$ cat src/rtl/hazard_scoreboard_ctrl.sv
// -----------------------------------------------------------------------------
// hazard_scoreboard_ctrl
//
// Hazard controller for a 5-stage RV32 pipeline with branches resolved in ID.
// Outstanding loads are tracked per destination register by a small countdown.
// An instruction in ID stalls while any register it reads is still too far
// from being forwardable. Consumers that need operands in ID (branches, JALR)
// must wait one cycle longer than ALU consumers.
// A taken branch flushes IF/ID for BR_PENALTY cycles. A D-cache busy freezes
// the whole pipeline, including every internal counter.
//
// Ports:
//   clk, rst_n        rising-edge clock, asynchronous active-low reset
//   id_valid          ID stage holds a real instruction
//   id_op             ID opcode
//   id_rs1, id_rs2    ID source registers
//   id_use_rs2        ID instruction reads rs2
//   id_rd             ID destination register
//   id_is_load        ID instruction is a load
//   br_taken          branch/jump in ID resolved taken
//   mem_busy          D-cache not ready
//   stall_all         freeze every pipeline register and the PC
//   stall_if_id       hold PC and IF/ID
//   bubble_id_ex      insert a NOP into ID/EX
//   flush_if_id       insert a NOP into IF/ID
//   perf_stall_cnt    saturating count of cycles with stall_all | stall_if_id
//
// Handshake note: there is no valid/ready pairing here. id_valid qualifies the
// ID fields in the same cycle. An instruction "issues" (leaves ID) in any cycle
// where it is valid, not squashed, not data-stalled and the cache is not busy.
// -----------------------------------------------------------------------------
module hazard_scoreboard_ctrl #(
   parameter int          NREG       = 32,
   parameter int          RAW        = 5,
   parameter int          LOAD_LAT   = 2,
   parameter int          BR_PENALTY = 1,
   parameter int          PERF_W     = 32,
   parameter logic [6:0]  OP_BRANCH  = 7'b1100011,
   parameter logic [6:0]  OP_JALR    = 7'b1100111
) (
   input  logic              clk,
   input  logic              rst_n,
   input  logic              id_valid,
   input  logic [6:0]        id_op,
   input  logic [RAW-1:0]    id_rs1,
   input  logic [RAW-1:0]    id_rs2,
   input  logic              id_use_rs2,
   input  logic [RAW-1:0]    id_rd,
   input  logic              id_is_load,
   input  logic              br_taken,
   input  logic              mem_busy,
   output logic              stall_all,
   output logic              stall_if_id,
   output logic              bubble_id_ex,
   output logic              flush_if_id,
   output logic [PERF_W-1:0] perf_stall_cnt
);

   localparam logic [2:0] LAT_INIT = 3'(LOAD_LAT);
   localparam logic [2:0] ALU_NEED = 3'(LOAD_LAT - 1);
   localparam logic [1:0] FL_INIT  = 2'(BR_PENALTY - 1);

   logic [2:0]        cnt_q [NREG];
   logic [2:0]        cnt_d [NREG];
   logic [1:0]        fl_cnt_q, fl_cnt_d;
   logic [PERF_W-1:0] perf_q, perf_d;

   logic       squash;
   logic       ctrl_op;
   logic [2:0] need;
   logic       hit_rs1, hit_rs2;
   logic       data_stall;
   logic       issue;
   logic       br_honoured;

   // Hazard detection. A register is "hit" while its countdown exceeds the
   // number of cycles this consumer can still tolerate before it needs data.
   always_comb begin
      squash      = (fl_cnt_q != 2'd0);
      ctrl_op     = (id_op == OP_BRANCH) || (id_op == OP_JALR);
      need        = ctrl_op ? 3'd0 : ALU_NEED;
      hit_rs1     = (id_rs1 != '0) && (cnt_q[id_rs1] > need);
      hit_rs2     = (id_rs2 != '0) && (cnt_q[id_rs2] > need);
      data_stall  = id_valid && !squash && (hit_rs1 || (id_use_rs2 && hit_rs2));
      issue       = rst_n && id_valid && !squash && !data_stall && !mem_busy;
      br_honoured = issue && br_taken;
   end

   // Outputs: cache busy dominates, then data stall, then flush. Everything
   // is forced low while reset is held, independent of the other inputs.
   always_comb begin
      stall_all    = rst_n && mem_busy;
      stall_if_id  = rst_n && !mem_busy && data_stall;
      bubble_id_ex = rst_n && !mem_busy && data_stall;
      flush_if_id  = rst_n && !mem_busy && !data_stall && (br_honoured || squash);
   end

   // Scoreboard and flush counter next state. While the cache is busy all
   // state holds. A load setting its destination wins over that entry's
   // own decrement in the same cycle.
   always_comb begin
      for (int r = 0; r < NREG; r++) begin
         cnt_d[r] = cnt_q[r];
      end
      fl_cnt_d = fl_cnt_q;
      if (!mem_busy) begin
         for (int r = 1; r < NREG; r++) begin
            if (issue && id_is_load && (id_rd == RAW'(r))) begin
               cnt_d[r] = LAT_INIT;
            end else if (cnt_q[r] != 3'd0) begin
               cnt_d[r] = cnt_q[r] - 3'd1;
            end
         end
         if (br_honoured) begin
            fl_cnt_d = FL_INIT;
         end else if (squash) begin
            fl_cnt_d = fl_cnt_q - 2'd1;
         end
      end
      cnt_d[0] = 3'd0;
   end

   always_comb begin
      perf_d = perf_q;
      if ((stall_all || stall_if_id) && (perf_q != {PERF_W{1'b1}})) begin
         perf_d = perf_q + 1'b1;
      end
   end

   always_ff @(posedge clk or negedge rst_n) begin
      if (!rst_n) begin
         for (int r = 0; r < NREG; r++) begin
            cnt_q[r] <= 3'd0;
         end
         fl_cnt_q <= 2'd0;
         perf_q   <= '0;
      end else begin
         for (int r = 0; r < NREG; r++) begin
            cnt_q[r] <= cnt_d[r];
         end
         fl_cnt_q <= fl_cnt_d;
         perf_q   <= perf_d;
      end
   end

   assign perf_stall_cnt = perf_q;

endmodule
$ cat config.mk
export PLATFORM = sky130hd
export DESIGN_NAME = hazard_scoreboard_ctrl
export DESIGN_NICKNAME = d
export VERILOG_FILES = /design/src/rtl/hazard_scoreboard_ctrl.sv
export SDC_FILE = /design/constraint.sdc
export NUM_CORES = 1
export LEC_CHECK = 0
export CAP_MARGIN = 10
export CORE_ASPECT_RATIO = 0.5
export CORE_MARGIN = 2
export CORE_UTILIZATION = 55
export DETAILED_ROUTE_END_ITERATION = 8
export PLACE_DENSITY = 0.85
export SLEW_MARGIN = 10
export SYNTH_ARGS = -nofsm -noshare
export SYNTH_HDL_FRONTEND = slang
export SYNTH_SLANG_ARGS = --single-unit
$ cat constraint.sdc
create_clock -name clk -period 17.2 [get_ports clk]
set_clock_uncertainty 0.2 [all_clocks]
set_input_delay 3.44 -clock clk [delete_from_list [all_inputs] [get_ports clk]]
set_output_delay 3.44 -clock clk [all_outputs]
set_load 0.02 [all_outputs]
==> metrics.cfg, run 1 <==
[outcome]
status=complete, no violations

[floorplanning]
fp.coreArea_um2=15300
start_util_pct=55.8
die_x_um=180
die_y_um=92.1
fp-row-count=32
ioPinCount=65
die_area_um2=16600

[global_routing]
antenna_found_initial=0
grt-busiest-layer=met2
grt_first_pass_wirelength_mm=36.1
use_met3_pct=7.35
use_met2_pct=46.4
grt_max_degree=92
first_global_vias=7448
grt-ovfl-total=0
grt_use_met1_pct=33.5
grtUsageTotal_pct=27.1

[clocking]
cts_resized=0
postCtsSetupBuffers=0
cts_sinks=127
cts-buffers-inserted=17
clk_pin_slew_worst_paths_ns=0.06
cts_tree=yes
root_buffer=clkbuf_16
ctsHoldBuffers=0
cts_buffer_depth=2
h-tree-depth=4
clock_latency_ns=0.42

[sta]
period_needed_ns=12.26
rsz0062_at_grt=no
hold-worst-slack_ns=0.298
max_slew_margin_pct=23.9
setup_tns_ns=0
hold_violations=0
finalCritPeriodShare_pct=71.3
slew_violations=0
finalSetupViolCount=0
worst_slew_pin_slew_ns=1.14
max_freq_mhz=81.5

[logic_synthesis]
seq_area_frac_synth_pct=37.2
ys_types=63
synth_nets=1041
syn-instance-count=946
synth_edf_count=0
yosys-top-cells-area=dfrtp_1, ha_1, mux4_2, nor2_1, inv_1
synth-seq-cells=127
synth_top_flop_cell=dfrtp_1
synth_top_area_share_pct=37.2
yosysTopAreaCell=dfrtp_1
syn_avg_cell_area_um2=9.03
netlist_area_um2=8540
ys_warn_count=0
async_reset_ff_share_pct=100

[cells_and_area]
area_growth_pct=15.1
multi_input_area_um2=4750
final_common_cell=dfrtp_1
seqCellArea_um2=3180
drive_above_1_share_pct=8.21
mostFrequentLayoutCells=dfrtp_1, nor2_1, inv_1, nand2_1, ha_1
num_antenna_cells=0
n_fill_cell=1187
nets=1094

[power_and_ir_drop]
leakagePower_nw=4.64
switching_power_uw=581
pwr_density_cell_nw_per_um2=153
p_seq_share_pct=36.5
p_comb_share_pct=39.9
clkPwrFrac_pct=23.6
vdd_drop_max_mv=0.0820
p_sw_share_pct=38.7
intPower_uw=920

[critical_path]
start_kind=input port
cp_max_fo=91
criticalPathCategory=input port to output port
critical_path_required_ns=13.56
arrival_ns=8.62
cp-end-kind=output port

[detailed_routing]
drt_wl_total_mm=21.5
drc=0
first_pass_iters=6
drtIter0Drc=642
vias_per_cell=6.11
num_vias=7426
wl_per_cell_um=17.7
antenna_left=0

[min_path]
hp-class=flip-flop to flip-flop

[placed_design]
portBuffers=63
gp_congestion=0.891
dpl.hpwl_mm=14.5

[flow_run]
cap_violations=0

[through the flow]
step                setup slack (ns)  instance area (um^2)  utilization (%)  std cells  power, mW
global route                    4.79                  9830             64.3       1215       1.62
floorplan                       6.34                  8540                -        946      0.975
global placement                5.10                  9260             60.5       1184       1.08
CTS                             5.05                  9830             64.3       1215       1.50
detailed placement              5.08                  9260             60.5       1184       1.14
finish                          4.94                  9830             64.3       1215       1.50
[cell usage after synthesis (2+ instances only)]
library cell	count
nor2b_1	5
nor4_1	5
o211a_1	3
buf_2	8
a311o_1	2
inv_1	101
mux4_2	26
buf_6	8
nor2_1	120
mux2i_1	5
buf_1	5
nand2_1	82
o21ai_1	5
a31oi_1	26
o311ai_0	2
xor2_1	26
xnor2_1	33
buf_4	3
and3_1	21
clkbuf_1	14
nand2b_1	6
a211oi_1	11
o21ai_0	54
dfrtp_1	127
a2111oi_2	2
nand4_1	16
or4_1	2
nand3_1	40
or2_1	14
a21boi_0	2
a211oi_2	3
and4_1	5
nor3b_1	4
nor3_1	20
and2_1	4
a22o_1	3
a21oi_1	39
or3_1	3
ha_1	66
o2111ai_1	2
[layout make-up]
| cell class | count | area share, % |
|---|---|---|
| multi-input cells | 679 | 48.3 |
| flip-flops and latches | 127 | 32.3 |
| repair buffers | 73 | 7.10 |
| clock buffers | 20 | 4.65 |
| inverters | 101 | 3.86 |
| well taps | 204 | 2.60 |
| clock inverters | 11 | 1.18 |
[flip-flops by register name, summed over array words and instances, names as in the netlist]
name / flops
fl_cnt_q: 2
perf_stall_cnt: 32
cnt_q: 93
[critical path, cell delays in order]
cell and delay, ns:
clkdlybuf4s50_1 1.22, mux4_2 0.45, mux4_2 0.51, mux2i_1 0.16, ha_1 0.16, a211oi_1 0.04, a31o_2 0.22, a41o_1 0.21
a311oi_2 0.44, and2_4 0.22, buf_4 0.74, nor3_1 0.18, clkdlybuf4s50_1 0.59
[power by group through the flow]
stage	combinational [mW]	clock, mW	sequential [mW]
floorplan	0.454	0	0.521
global placement	0.540	0	0.537
detailed placement	0.592	0	0.546
CTS	0.600	0.355	0.544
global route	0.686	0.372	0.565
finish	0.599	0.354	0.548
[worst paths after layout]
check	cells past startpoint	startpoint	endpoint	slack, ns
min in group asynchronous	1	rst_n	perf_stall_cnt[0]	2.76
worst min register to register	1	perf_stall_cnt[7]	perf_stall_cnt[7]	0.30
worst max-delay path	13	id_rs1[1]	stall_if_id	4.94
max in group asynchronous	3	rst_n	cnt_q[74]	12.37
worst max register to register	12	cnt_q[63]	perf_stall_cnt[1]	12.72
worst min-delay path	1	perf_stall_cnt[7]	perf_stall_cnt[7]	0.30
[layer usage]
metal | up-vias | wire, um
met5 | - | 0
met4 | 0 | 541
met3 | 58 | 2200
met2 | 385 | 10400
met1 | 3582 | 8350
li1 | 3401 | -
[logic make-up (layout without fill, tap and decap cells)]
family                   count (synthesis)  after routing  share of synthesized area, %
AND/OR/NAND/NOR                        353            353                          19.5
adder cells (fa/ha/maj)                 66             66                          9.67
multiplexers                            33             33                          7.75
AO/OA/AOI/OAI                          168            168                          12.6
XOR/XNOR                                59             59                          6.05
buffers and inverters                  140            205                          7.24
flip-flops                             127            127                          37.2
Power figures use the tool's default switching activity.
==> run 2: changes to the inputs <==
Clock period 17.2 ns to 11.8 ns, I/O delays scaled along.
==> run 2 against run 1 <==
  * Sequential cell count stayed put
  * Global-route usage is 0.053 points higher
  * Total power is 49% higher
  * Design area is 0.39% higher
  * Die area stayed put
  * Critical path type unchanged
==> metrics.cfg, run 2 (synthesis gave the netlist of run 1 again) <==
[clocking]
h-tree-depth=4  ; unchanged
cts_buffer_depth=2  ; unchanged
clk_pin_slew_worst_paths_ns=0.06  ; about the same
cts-buffers-inserted=17  ; unchanged
ctsHoldBuffers=0  ; unchanged
cts_sinks=127  ; unchanged
postCtsSetupBuffers=0  ; unchanged
root_buffer=clkbuf_16
clock_latency_ns=0.42  ; about the same
cts_resized=0  ; unchanged
cts_tree=yes

[global_routing]
grtUsageTotal_pct=27.1  ; +0.053 points
first_global_vias=7643  ; +2.6%
grt_first_pass_wirelength_mm=36.3  ; +0.57%
grt_max_degree=71  ; -23%
antenna_found_initial=0  ; unchanged
grt-ovfl-total=0  ; unchanged

[power_and_ir_drop]
intPower_mw=1.37  ; +49%
clkPwrFrac_pct=24.5  ; +0.9 points
switching_power_uw=865  ; +49%
vdd_drop_max_mv=0.120  ; +46%
pwr_density_cell_nw_per_um2=226  ; +48%
total_power_mw=2.23  ; +49%
p_sw_share_pct=38.7  ; +0.047 points
p_comb_share_pct=39.6  ; -0.3 points
leakagePower_nw=4.66  ; +0.40%
p_seq_share_pct=35.9  ; -0.6 points

[critical_path]
arrival_ns=7.11  ; -1.51 ns
start_kind=input port
crit_path_top_delay_cell=clkdlybuf4s50_1
slowest_delay_ns=1.09  ; -0.13 ns
path_cells=clkdlybuf4s50_1, mux4_2, mux4_2, mux2i_1, ha_1, nor2_1, a31o_2, a41o_1, a311oi_2, and2_4, nand3_1, a21oi_1, clkdlybuf4s50_1
cp_max_fo=23  ; -75%
r2r_end=cnt_q[76]
cp-end-kind=output port
r2r_setup_slack_ns=7.26  ; -5.46 ns
critical_path_required_ns=9.24  ; -4.32 ns
r2r_cells=12  ; unchanged
rr_startpoint=cnt_q[60]
criticalPathCategory=input port to output port

[detailed_routing]
drc=0  ; unchanged
vias_per_cell=6.09  ; -0.38%
num_vias=7398  ; -0.38%
antenna_left=0  ; unchanged
wl_per_cell_um=17.9  ; +1.1%
drt_wl_total_mm=21.7  ; +1.1%
first_pass_iters=7  ; +1
drtIter0Drc=449  ; -30%

[cells_and_area]
num_antenna_cells=0  ; unchanged
area_growth_pct=15.5
nets=1094  ; unchanged
final_common_cell=dfrtp_1
drive_above_1_share_pct=8.31  ; +0.099 points
largest_reg_flops=93  ; unchanged
largest_register=cnt_q
n_fill_cell=1145  ; -3.5%
mostFrequentLayoutCells=dfrtp_1, nor2_1, inv_1, nand2_1, ha_1

[floorplanning]
ioPinCount=65  ; unchanged
fp-row-count=32  ; unchanged
die_area_um2=16600  ; unchanged
die_y_um=92.1  ; unchanged
fp.coreArea_um2=15300  ; unchanged
start_util_pct=55.8  ; unchanged
die_x_um=180  ; unchanged

[placed_design]
gp_congestion=0.910  ; +2.1%
portBuffers=63  ; unchanged
dpl.hpwl_mm=14.7  ; +1.4%

[sta]
slew_violations=0  ; unchanged
period_needed_ns=9.67
hold_violations=0  ; unchanged
max_freq_mhz=103
rsz0062_at_grt=no
finalCritPeriodShare_pct=81.9
worst_slew_pin_slew_ns=0.941  ; -0.197 ns
max_slew_margin_pct=37.1  ; +13 points
finalSetupViolCount=0  ; unchanged
setup_tns_ns=0  ; unchanged

[min_path]
worstHoldPathCells=1  ; unchanged
hp-class=flip-flop to flip-flop
min_to=perf_stall_cnt[19]
holdCritStartpoint=perf_stall_cnt[19]

[flow_run]
cap_violations=0  ; unchanged

[outcome]
status=complete, no violations

## run 2: critical path: cells and delay by family
family                   cells  cell delay (ns)
adder cells (fa/ha/maj)      1             0.16
buffers and inverters        2             1.71
multiplexers                 3             1.26
AO/OA/AOI/OAI                4             1.04
AND/OR/NAND/NOR              3             0.56
## run 2: metrics by stage
stage,hold slack (ns),utilization (%),instance area (um^2),std cells,setup WS (ns)
after detailed placement,0.300,60.5,9260,1184,2.16
final,0.317,64.5,9870,1215,2.13
after CTS,0.313,64.5,9870,1215,2.14
after floorplan,0.296,-,8540,946,3.10
after global placement,0.288,60.5,9260,1184,2.24
after global routing,0.334,64.5,9870,1215,1.86
## run 2: worst max-delay path by stage
stage,start,end,slack (ns),cells after the start
final,id_rs2[0],flush_if_id,2.13,13
after global routing,id_rs2[0],flush_if_id,1.86,13
after CTS,id_rs2[0],flush_if_id,2.14,13
after detailed placement,id_rs2[0],flush_if_id,2.16,13
after global placement,id_rs2[0],flush_if_id,2.24,13
after floorplan,id_rs1[0],stall_if_id,3.10,16
## run 2: power groups by stage
stage | clock network, mW | registers [mW] | logic [mW]
after floorplan | 0 | 0.759 | 0.662
after global placement | 0 | 0.786 | 0.787
after detailed placement | 0 | 0.799 | 0.860
after CTS | 0.546 | 0.796 | 0.882
after global routing | 0.566 | 0.824 | 1.01
final | 0.547 | 0.802 | 0.884
## run 2: routing by layer
layer	part of all wire, %	global-route usage [%]	up-vias
met5	0	0	-
met4	2.9	12.2	0
met3	8.7	5.84	71
met2	47	45.7	380
met1	41	33.9	3553
li1	-	-	3394
## run 2: area by class of cell
cell class / count / area, um^2 / area share [%]
Clock buffer: 19 / 453 / 4.59
Multi-Input combinational cell: 679 / 4750 / 48.1
Tap cell: 204 / 255 / 2.59
Sequential cell: 127 / 3180 / 32.2
Clock inverter: 12 / 159 / 1.61
Timing Repair Buffer: 73 / 698 / 7.07
Inverter: 101 / 379 / 3.84
==> run 3: changes to the inputs <==
Clock period 11.8 ns to 9.49 ns, I/O delays scaled along.
==> run 3 against run 2 <==
  * Worst setup slack lost 1.3 ns
  * Highest routed layer unchanged
  * Largest cell class unchanged
  * Critical path depth is the same
  * Sequential cell count did not move
  * Sequential power increased by 25%
  * Critical path type unchanged
  * Critical endpoint unchanged
  * Utilization grew 0.20 points
  * Total power is 25% higher
  * Combinational power rose by 24%
  * Clock-buffer cell count is 1 higher
  * Global-route usage grew 0.21 points
==> metrics.cfg, run 3 (synthesis gave the netlist of run 1 again) <==
[sta]
finalSetupViolCount=0  ; unchanged
max_slew_margin_pct=35.6  ; -1.5 points
slew_violations=0  ; unchanged
layout_setup_ws_ns=0.855  ; -1.28 ns
worst_slew_pin_slew_ns=0.962  ; +0.0215 ns
finalCritPeriodShare_pct=91.0
period_needed_ns=8.63
max_freq_mhz=116
hold_violations=0  ; unchanged
setup_tns_ns=0  ; unchanged
rsz0062_at_grt=no

[critical_path]
slowest_delay_ns=1.02  ; -0.07 ns
r2r_cells=12  ; unchanged
crit_family=buffers and inverters
arrival_ns=6.54  ; -0.57 ns
criticalPathCategory=input port to output port
cp-end-kind=output port
cp.depth=13  ; unchanged
crit_path_top_delay_cell=clkdlybuf4s50_1
path_cells=clkdlybuf4s50_1, mux4_2, mux4_2, mux2i_1, ha_1, a211oi_1, a31o_2, a41o_1, a311oi_2, and2_4, nand3_1, a21oi_1, clkdlybuf4s50_1
cp_max_fo=15  ; -35%
path_buf_inv=2  ; unchanged
critical_path_required_ns=7.39  ; -1.85 ns
start_kind=input port

[clocking]
clock_latency_ns=0.42  ; about the same
h-tree-depth=4  ; unchanged
clk_pin_slew_worst_paths_ns=0.06  ; about the same
cts_resized=0  ; unchanged
cts_tree=yes
cts_buffer_depth=2  ; unchanged
ctsHoldBuffers=0  ; unchanged
cts-buffers-inserted=17  ; unchanged
postCtsSetupBuffers=0  ; unchanged
cts_sinks=127  ; unchanged
root_buffer=clkbuf_16

[power_and_ir_drop]
pwr_density_cell_nw_per_um2=282  ; +25%
vdd_drop_max_mv=0.164  ; +37%
leakagePower_nw=4.67  ; +0.28%

[floorplanning]
die_y_um=92.1  ; unchanged
fp.coreArea_um2=15300  ; unchanged
fp-row-count=32  ; unchanged
ioPinCount=65  ; unchanged
die_x_um=180  ; unchanged
start_util_pct=55.8  ; unchanged
die_area_um2=16600  ; unchanged

[detailed_routing]
wl_per_cell_um=17.9  ; about the same
drc=0  ; unchanged
first_pass_iters=6  ; -1
num_vias=7357  ; -0.55%
vias_per_cell=6.04  ; -0.88%
antenna_left=0  ; unchanged
drt_wl_total_mm=21.8  ; +0.32%
drtIter0Drc=482  ; +7.3%

[global_routing]
grt_max_degree=66  ; -7.0%
grt-ovfl-total=0  ; unchanged
use_met3_pct=5.76  ; -0.079 points
grt_use_met1_pct=34.9  ; +0.97 points
grt_first_pass_wirelength_mm=36.4  ; +0.23%
use_met2_pct=46.7  ; +0.99 points
grtUsageTotal_pct=27.3  ; +0.21 points
first_global_vias=7405  ; -3.1%
antenna_found_initial=1  ; +1
grt-busiest-layer=met2

[min_path]
hp-class=flip-flop to flip-flop
worstHoldPathCells=1  ; unchanged

[cells_and_area]
nets=1096  ; +0.18%
final_util_pct=64.7  ; +0.20 points
layout.cells.non_filler=1219  ; +0.33%
postLayoutCellArea_um2=9900  ; +0.30%
mostFrequentLayoutCells=dfrtp_1, nor2_1, inv_1, nand2_1, ha_1
largest_register=cnt_q
largest_reg_flops=93  ; unchanged
final_common_cell=dfrtp_1
drive_above_1_share_pct=8.58  ; +0.27 points
area_growth_pct=15.9

[placed_design]
place_area_um2=9270  ; +0.16%
dp.cells=1186  ; +0.17%
gp_congestion=0.899  ; -1.3%
place_ws_ns=0.933  ; -1.22 ns
portBuffers=63  ; unchanged
dpl.hpwl_mm=15.0  ; +1.6%

[outcome]
status=complete, no violations

[flow_run]
cap_violations=0  ; unchanged

run 3: changes by cell type in the layout (fill, tap and decap cells not counted):
cell	change
clkbuf_8	+1
buf_4	+2
clkinvlp_4	+1
diode_2	+1
clkinv_4	-1
run 3: worst paths after layout:
| kind | end | startpoint | slack [ns] |
|---|---|---|---|
| max | flush_if_id | id_rs1[0] | 0.86 |
| min | perf_stall_cnt[7] | perf_stall_cnt[7] | 0.29 |
| max reg2reg | cnt_q[35] | cnt_q[48] | 5.23 |
| min reg2reg | perf_stall_cnt[7] | perf_stall_cnt[7] | 0.29 |
| max in group asynchronous | cnt_q[25] | rst_n | 6.17 |
| min in group asynchronous | perf_stall_cnt[23] | rst_n | 1.08 |
run 3: area by class of cell:
cell class | instances | area (um^2)
clock buffer | 20 | 467
multi-input combinational | 679 | 4750
sequential | 127 | 3180
tap | 204 | 255
inverter | 101 | 379
fill | 1183 | 5400
timing repair buffer | 75 | 713
antenna | 1 | 2.50
clock inverter | 12 | 158
run 3: per-layer routing:
layer / routed length, um / up-vias
met5: 0 / -
met4: 510 / 0
met3: 1900 / 45
met2: 10400 / 345
met1: 8940 / 3554
li1: - / 3413
run 3: per-stage QoR:
step / hold slack, ns / power, mW
floorplan: 0.296 / 1.77
global placement: 0.272 / 1.96
finish: 0.289 / 2.79
detailed placement: 0.280 / 2.07
CTS: 0.288 / 2.78
global route: 0.318 / 3.00
run 3: power breakdown:
part / internal [mW] / switching, mW / total (mW)
combinational: 0.511 / 0.585 / 1.10
clock: 0.436 / 0.258 / 0.693
sequential: 0.764 / 0.236 / 1.00
total: 1.71 / 1.08 / 2.79
